<file path="config.mk">
export PLATFORM = sky130hd
export DESIGN_NAME = fetch_stage
export DESIGN_NICKNAME = d
export VERILOG_FILES = /design/src/rtl/fetch_stage.sv
export SDC_FILE = /design/constraint.sdc
export NUM_CORES = 1
export LEC_CHECK = 0
export CORE_MARGIN = 10
export CORE_UTILIZATION = 45
export DETAILED_ROUTE_END_ITERATION = 8
export PLACE_DENSITY_LB_ADDON = 0.1
export SYNTH_ARGS = -nofsm -noshare
export SYNTH_HDL_FRONTEND = slang
export SYNTH_SLANG_ARGS = --single-unit
export TNS_END_PERCENT = 1
</file>
<file path="constraint.sdc">
create_clock -name clk -period 2.35 [get_ports clk]
set_input_delay 0.47 -clock clk [delete_from_list [all_inputs] [get_ports clk]]
set_output_delay 0.47 -clock clk [all_outputs]
set_load 0.005 [all_outputs]
</file>
<file path="src/rtl/fetch_stage.sv">
// Instruction fetch stage: program counter, ROM address drive and IF/ID register.
// Handles stall, branch redirect (with range check), halt detection and a saturating fetch counter.
module fetch_stage #(
  parameter int unsigned WIDTH      = 24,
  parameter int unsigned AMOUNT     = 256,
  parameter logic [WIDTH-1:0] RESET_PC   = '0,
  parameter logic [WIDTH-1:0] HALT_INSTR = '1
) (
  input  logic             clk,
  input  logic             rst,
  input  logic             stall,
  input  logic             branch_taken,
  input  logic [WIDTH-1:0] branch_target,
  output logic [WIDTH-1:0] imem_addr,
  input  logic [WIDTH-1:0] imem_rd,
  output logic [WIDTH-1:0] instr_d,
  output logic [WIDTH-1:0] pc_d,
  output logic             valid_d,
  output logic             halted,
  output logic             addr_err,
  output logic [15:0]      fetch_count
);

  typedef enum logic [0:0] {
    S_RUN  = 1'b0,
    S_HALT = 1'b1
  } state_t;

  // One extra bit so the range check stays correct even when AMOUNT == 2**WIDTH.
  localparam logic [WIDTH:0]   AMOUNT_W = (WIDTH+1)'(AMOUNT);
  localparam logic [WIDTH-1:0] LAST_PC  = WIDTH'(AMOUNT - 1);

  state_t           state;
  logic [WIDTH-1:0] pc;
  logic [WIDTH-1:0] pc_next_seq;
  logic             target_ok;
  logic             is_halt_instr;
  logic [15:0]      count_inc;

  assign imem_addr     = pc;
  assign halted        = (state == S_HALT);
  assign pc_next_seq   = (pc == LAST_PC) ? '0 : pc + 1'b1;
  assign target_ok     = ({1'b0, branch_target} < AMOUNT_W);
  assign is_halt_instr = (imem_rd == HALT_INSTR);
  assign count_inc     = (fetch_count == 16'hFFFF) ? fetch_count : fetch_count + 16'd1;

  // Priority on every edge: rst, then redirect, then stall, then normal fetch.
  always_ff @(posedge clk) begin
    if (rst) begin
      state       <= S_RUN;
      pc          <= RESET_PC;
      instr_d     <= '0;
      pc_d        <= '0;
      valid_d     <= 1'b0;
      addr_err    <= 1'b0;
      fetch_count <= '0;
    end else if (branch_taken) begin
      // The instruction fetched this cycle is on the wrong path either way.
      valid_d <= 1'b0;
      if (target_ok) begin
        pc    <= branch_target;
        state <= S_RUN;
      end else begin
        addr_err <= 1'b1;
        state    <= S_HALT;
      end
    end else if (!stall) begin
      case (state)
        S_RUN: begin
          instr_d     <= imem_rd;
          pc_d        <= pc;
          valid_d     <= 1'b1;
          fetch_count <= count_inc;
          if (is_halt_instr) begin
            state <= S_HALT;
          end else begin
            pc <= pc_next_seq;
          end
        end
        S_HALT: begin
          valid_d <= 1'b0;
        end
        default: begin
          state   <= S_HALT;
          valid_d <= 1'b0;
        end
      endcase
    end
  end

endmodule

</file>
==> run summary <==
The post-CTS setup repair buffer count is 0. The number of nets in the layout came out at 733. For this run the aggregate overflow at the end of global routing stands at 0. The total count of hold-check failures in the final report is 0.

For this design, the slowest cell found on the critical path is sky130_fd_sc_hd__or2_1. The number of clock buffers inserted by TritonCTS came out at 9. The worst slack after detailed placement is -0.107 ns. The vertical die dimension is 117 um. The instance count after placement with tap cells included is 797. The worst setup path is launched from a primary input. The largest voltage drop on the vdd net is between 300 and 400 uV. The final weighted congestion in routability-driven placement came out at 0.891. CTS placed an instance of sky130_fd_sc_hd__clkbuf_8 at the clock tree root.

The count of TritonRoute iterations in the first routing pass came out at 4. The number of enable-type register cells in the synthesized netlist came out at 0. The relative max-transition margin came out at 0.573. TritonCTS built the clock tree. The number of setup violations in the final report is 0. The leakage power is 2.08 nW. After synthesis, the cell types taking the most area are sky130_fd_sc_hd__dfxtp_1 (43%), sky130_fd_sc_hd__nand2_1 (11%), sky130_fd_sc_hd__a21oi_1 (6.8%). The worst setup path is captured at a register. Clock skew on the completed layout was measured at 0.00804 ns. The fraction of registers with async set or reset after synthesis came out at 0.

The count of cell types in the netlist is 57. The TritonCTS sink count is roughly 90. The routed length per placed instance came out at 16.6 um. The largest area contributor in the netlist is sky130_fd_sc_hd__dfxtp_1. The post-detailed-route count of antenna-violating nets came out at 0. The number of flip-flops and latches in the synthesized netlist came out at 91.

After clock tree synthesis, the clock-pin slew on the worst setup and hold paths is 0.09 ns. Setup repair after global routing left no endpoint under its margin. The H-tree was split into 3 levels. The number of design-rule violations left by the first detailed-router iteration came out at 235. The critical path goes through clkdlybuf4s50_1, nor4_1, and4_1, and2_1, or2_1, a221oi_1.

The clock passes through at most 2 buffers. In this design, the stage delay of the slowest critical-path cell is 0.45 ns. Across all setup checks in the final design, the least slack found is between 0.2 and 0.25 ns. STA puts the critical path data required time at 2.57 ns. After detailed routing, the number of vias per cell comes to 5.46. The finished layout holds 814 standard cells, fillers aside.

The gate count of the mapped netlist came out at between 500 and 600. The data arrival at the endpoint of the critical path came out at 2.34 ns. The flow ran to the end, and the final reports show no timing, DRC or antenna violations. Of the post-synthesis cell area, the dominant cell type holds 0.429. The number of global-route vias before repair is approximately 4200.

The largest fanout on the critical path is 12. Summing over every cut layer, the via total after detailed routing is 4448. The net count after synthesis came out at 590. The largest net degree at the start of global routing is 62. The number of DRC violations after detailed routing is 0.

The worst-skew pair later-pin latency is 0.35 ns. Of the cells placed in the final design, the portion with a size suffix greater than 1 is 0.0819. The first-pass GRT wire length came out at 21300 um. The largest delay contributor family on the critical path is simple AND/OR/NAND/NOR gates. Each instance of the synthesized netlist takes up on average around 7.9 um2. The initial standard-cell utilization of the core came out at 0.460.

The maximum frequency from static timing analysis is about 470 MHz. The share of the Yosys chip area taken by registers is 0.429. The portion of the clock cycle consumed by the worst path in the final layout came out at 0.906. The total power per unit cell area is between 400 and 500 nW/um2.

In this run the cell area of the synthesized design comes to around 4300 um2. The number of core rows is 35. The max-slew violation count is 0. The number of port buffers came out at 142. The area added between synthesis and finish came out at 42.4%. After routing the design area is a little over 6000 um2. The worst setup path is of the in -> reg kind.

After detailed routing, the total wire length is 13500 um. Buffers inserted to repair hold after CTS numbered 0. The horizontal die dimension came out at 117 um. Once the clock tree was built, the resizer swapped 0 gates to a different size.

The I/O pin count is 143. The number of antenna violations at the first check in global routing came out at 0. The actual transition at the worst max-transition pin came out at between 0.6 and 0.7 ns. The total cell area at the placement stage came out at 5880 um2.

The max-cap check violation count is 0. The shortest period the worst path allows came out at 2.13 ns. Once layout is complete, the utilization of the core stands at 0.655. The global-route usage over all layers is 0.190.

The die covers 13700 um2. Ranked by instance count, the synthesized netlist is headed by sky130_fd_sc_hd__nand2_1 (123), sky130_fd_sc_hd__dfxtp_1 (91), sky130_fd_sc_hd__a21oi_1 (58). In the post-synthesis netlist, the cell with the most instances is sky130_fd_sc_hd__nand2_1. Among all flip-flop cells after synthesis, the most frequent one is sky130_fd_sc_hd__dfxtp_1. The buffer and inverter count on the worst path came out at 1. The worst hold slack after final layout came out at approximately 0.46 ns. The placed wire-length estimate after detailed placement came out at around 9800 um. The core outline area is 9240 um2.

The min-delay analysis places its worst path in the category reg -> reg. The overall power of the completed layout came out at between 2 and 3 mW. The total negative slack for setup checks is 0 ns. The total number of yosys warnings is 0.
cell type report:
type | count | area (um2)
Timing Repair Buffer | 172 | 1640
Sequential cell | 91 | 1820
Clock buffer | 11 | 131
Clock inverter | 5 | 38.8
Antenna cell | 1 | 2.50
Multi-Input combinational cell | 395 | 2220
Fill cell | 824 | 3190
Inverter | 10 | 37.5
Tap cell | 129 | 161
sequential cells by signal, summed over array words and instances, names as in the netlist:
signal,flops
valid_d,1
fetch_count,16
addr_err,1
halted,1
imem_addr,24
instr_d,24
pc_d,24
placed cells by master, fill, tap and decap left out, types with 5 or more instances in the layout:
master / netlist / layout
sky130_fd_sc_hd__nor2_1: 27 / 27
sky130_fd_sc_hd__a32o_1: 7 / 7
sky130_fd_sc_hd__nand2_1: 123 / 123
sky130_fd_sc_hd__nor4_1: 12 / 12
sky130_fd_sc_hd__and4_1: 7 / 7
sky130_fd_sc_hd__inv_1: 10 / 10
sky130_fd_sc_hd__or3_1: 8 / 7
sky130_fd_sc_hd__dfxtp_1: 91 / 91
sky130_fd_sc_hd__buf_4: 1 / 30
sky130_fd_sc_hd__o21ai_0: 13 / 13
sky130_fd_sc_hd__nor3_1: 15 / 15
sky130_fd_sc_hd__o22ai_1: 9 / 9
sky130_fd_sc_hd__xor2_1: 8 / 8
sky130_fd_sc_hd__nand3_1: 14 / 14
sky130_fd_sc_hd__a21oi_1: 58 / 58
sky130_fd_sc_hd__clkbuf_8: 0 / 9
sky130_fd_sc_hd__o32ai_1: 6 / 6
sky130_fd_sc_hd__a221oi_1: 5 / 5
sky130_fd_sc_hd__a2bb2oi_1: 5 / 5
sky130_fd_sc_hd__nand4_1: 16 / 16
sky130_fd_sc_hd__and3_1: 7 / 7
sky130_fd_sc_hd__clkdlybuf4s50_1: 0 / 141
cell families after synthesis:
group / share of synthesized area
XOR/XNOR: 0.0227
adder cells (fa/ha/maj): 0.00589
flip-flops: 0.429
AO/OA/AOI/OAI: 0.203
multiplexers: 0.00236
AND/OR/NAND/NOR: 0.286
buffers and inverters: 0.0509
tightest hold or removal path: stages (launching register included):
cell and delay (ns):
sky130_fd_sc_hd__dfxtp_1 0.32, sky130_fd_sc_hd__nand2_1 0.05, sky130_fd_sc_hd__a21oi_1 0.05
worst paths after layout:
check                                      to  slack, ns              start  cells past startpoint
worst max-delay path            imem_addr[10]       0.22  branch_target[11]                      6
worst min-delay path                  pc_d[3]       0.46            pc_d[3]                      2
worst max register to register  imem_addr[20]       0.22       imem_addr[1]                      6
worst min register to register        pc_d[3]       0.46            pc_d[3]                      2
layer usage:
metal / up-vias / wire length [um] / track usage
li1: 2210 / - / -
met1: 2050 / 5570 / 0.229
met2: 178 / 6240 / 0.307
met3: 10 / 1570 / 0.0810
met4: 0 / 120 / 0.0453
met5: - / 0 / 0
where the power goes:
| part | total [mW] | switching [mW] | internal [mW] |
|---|---|---|---|
| clock network | 0.961 | 0.572 | 0.389 |
| logic | 0.383 | 0.179 | 0.203 |
| registers | 1.61 | 0.0323 | 1.58 |
(Power assumes the default switching activity.)
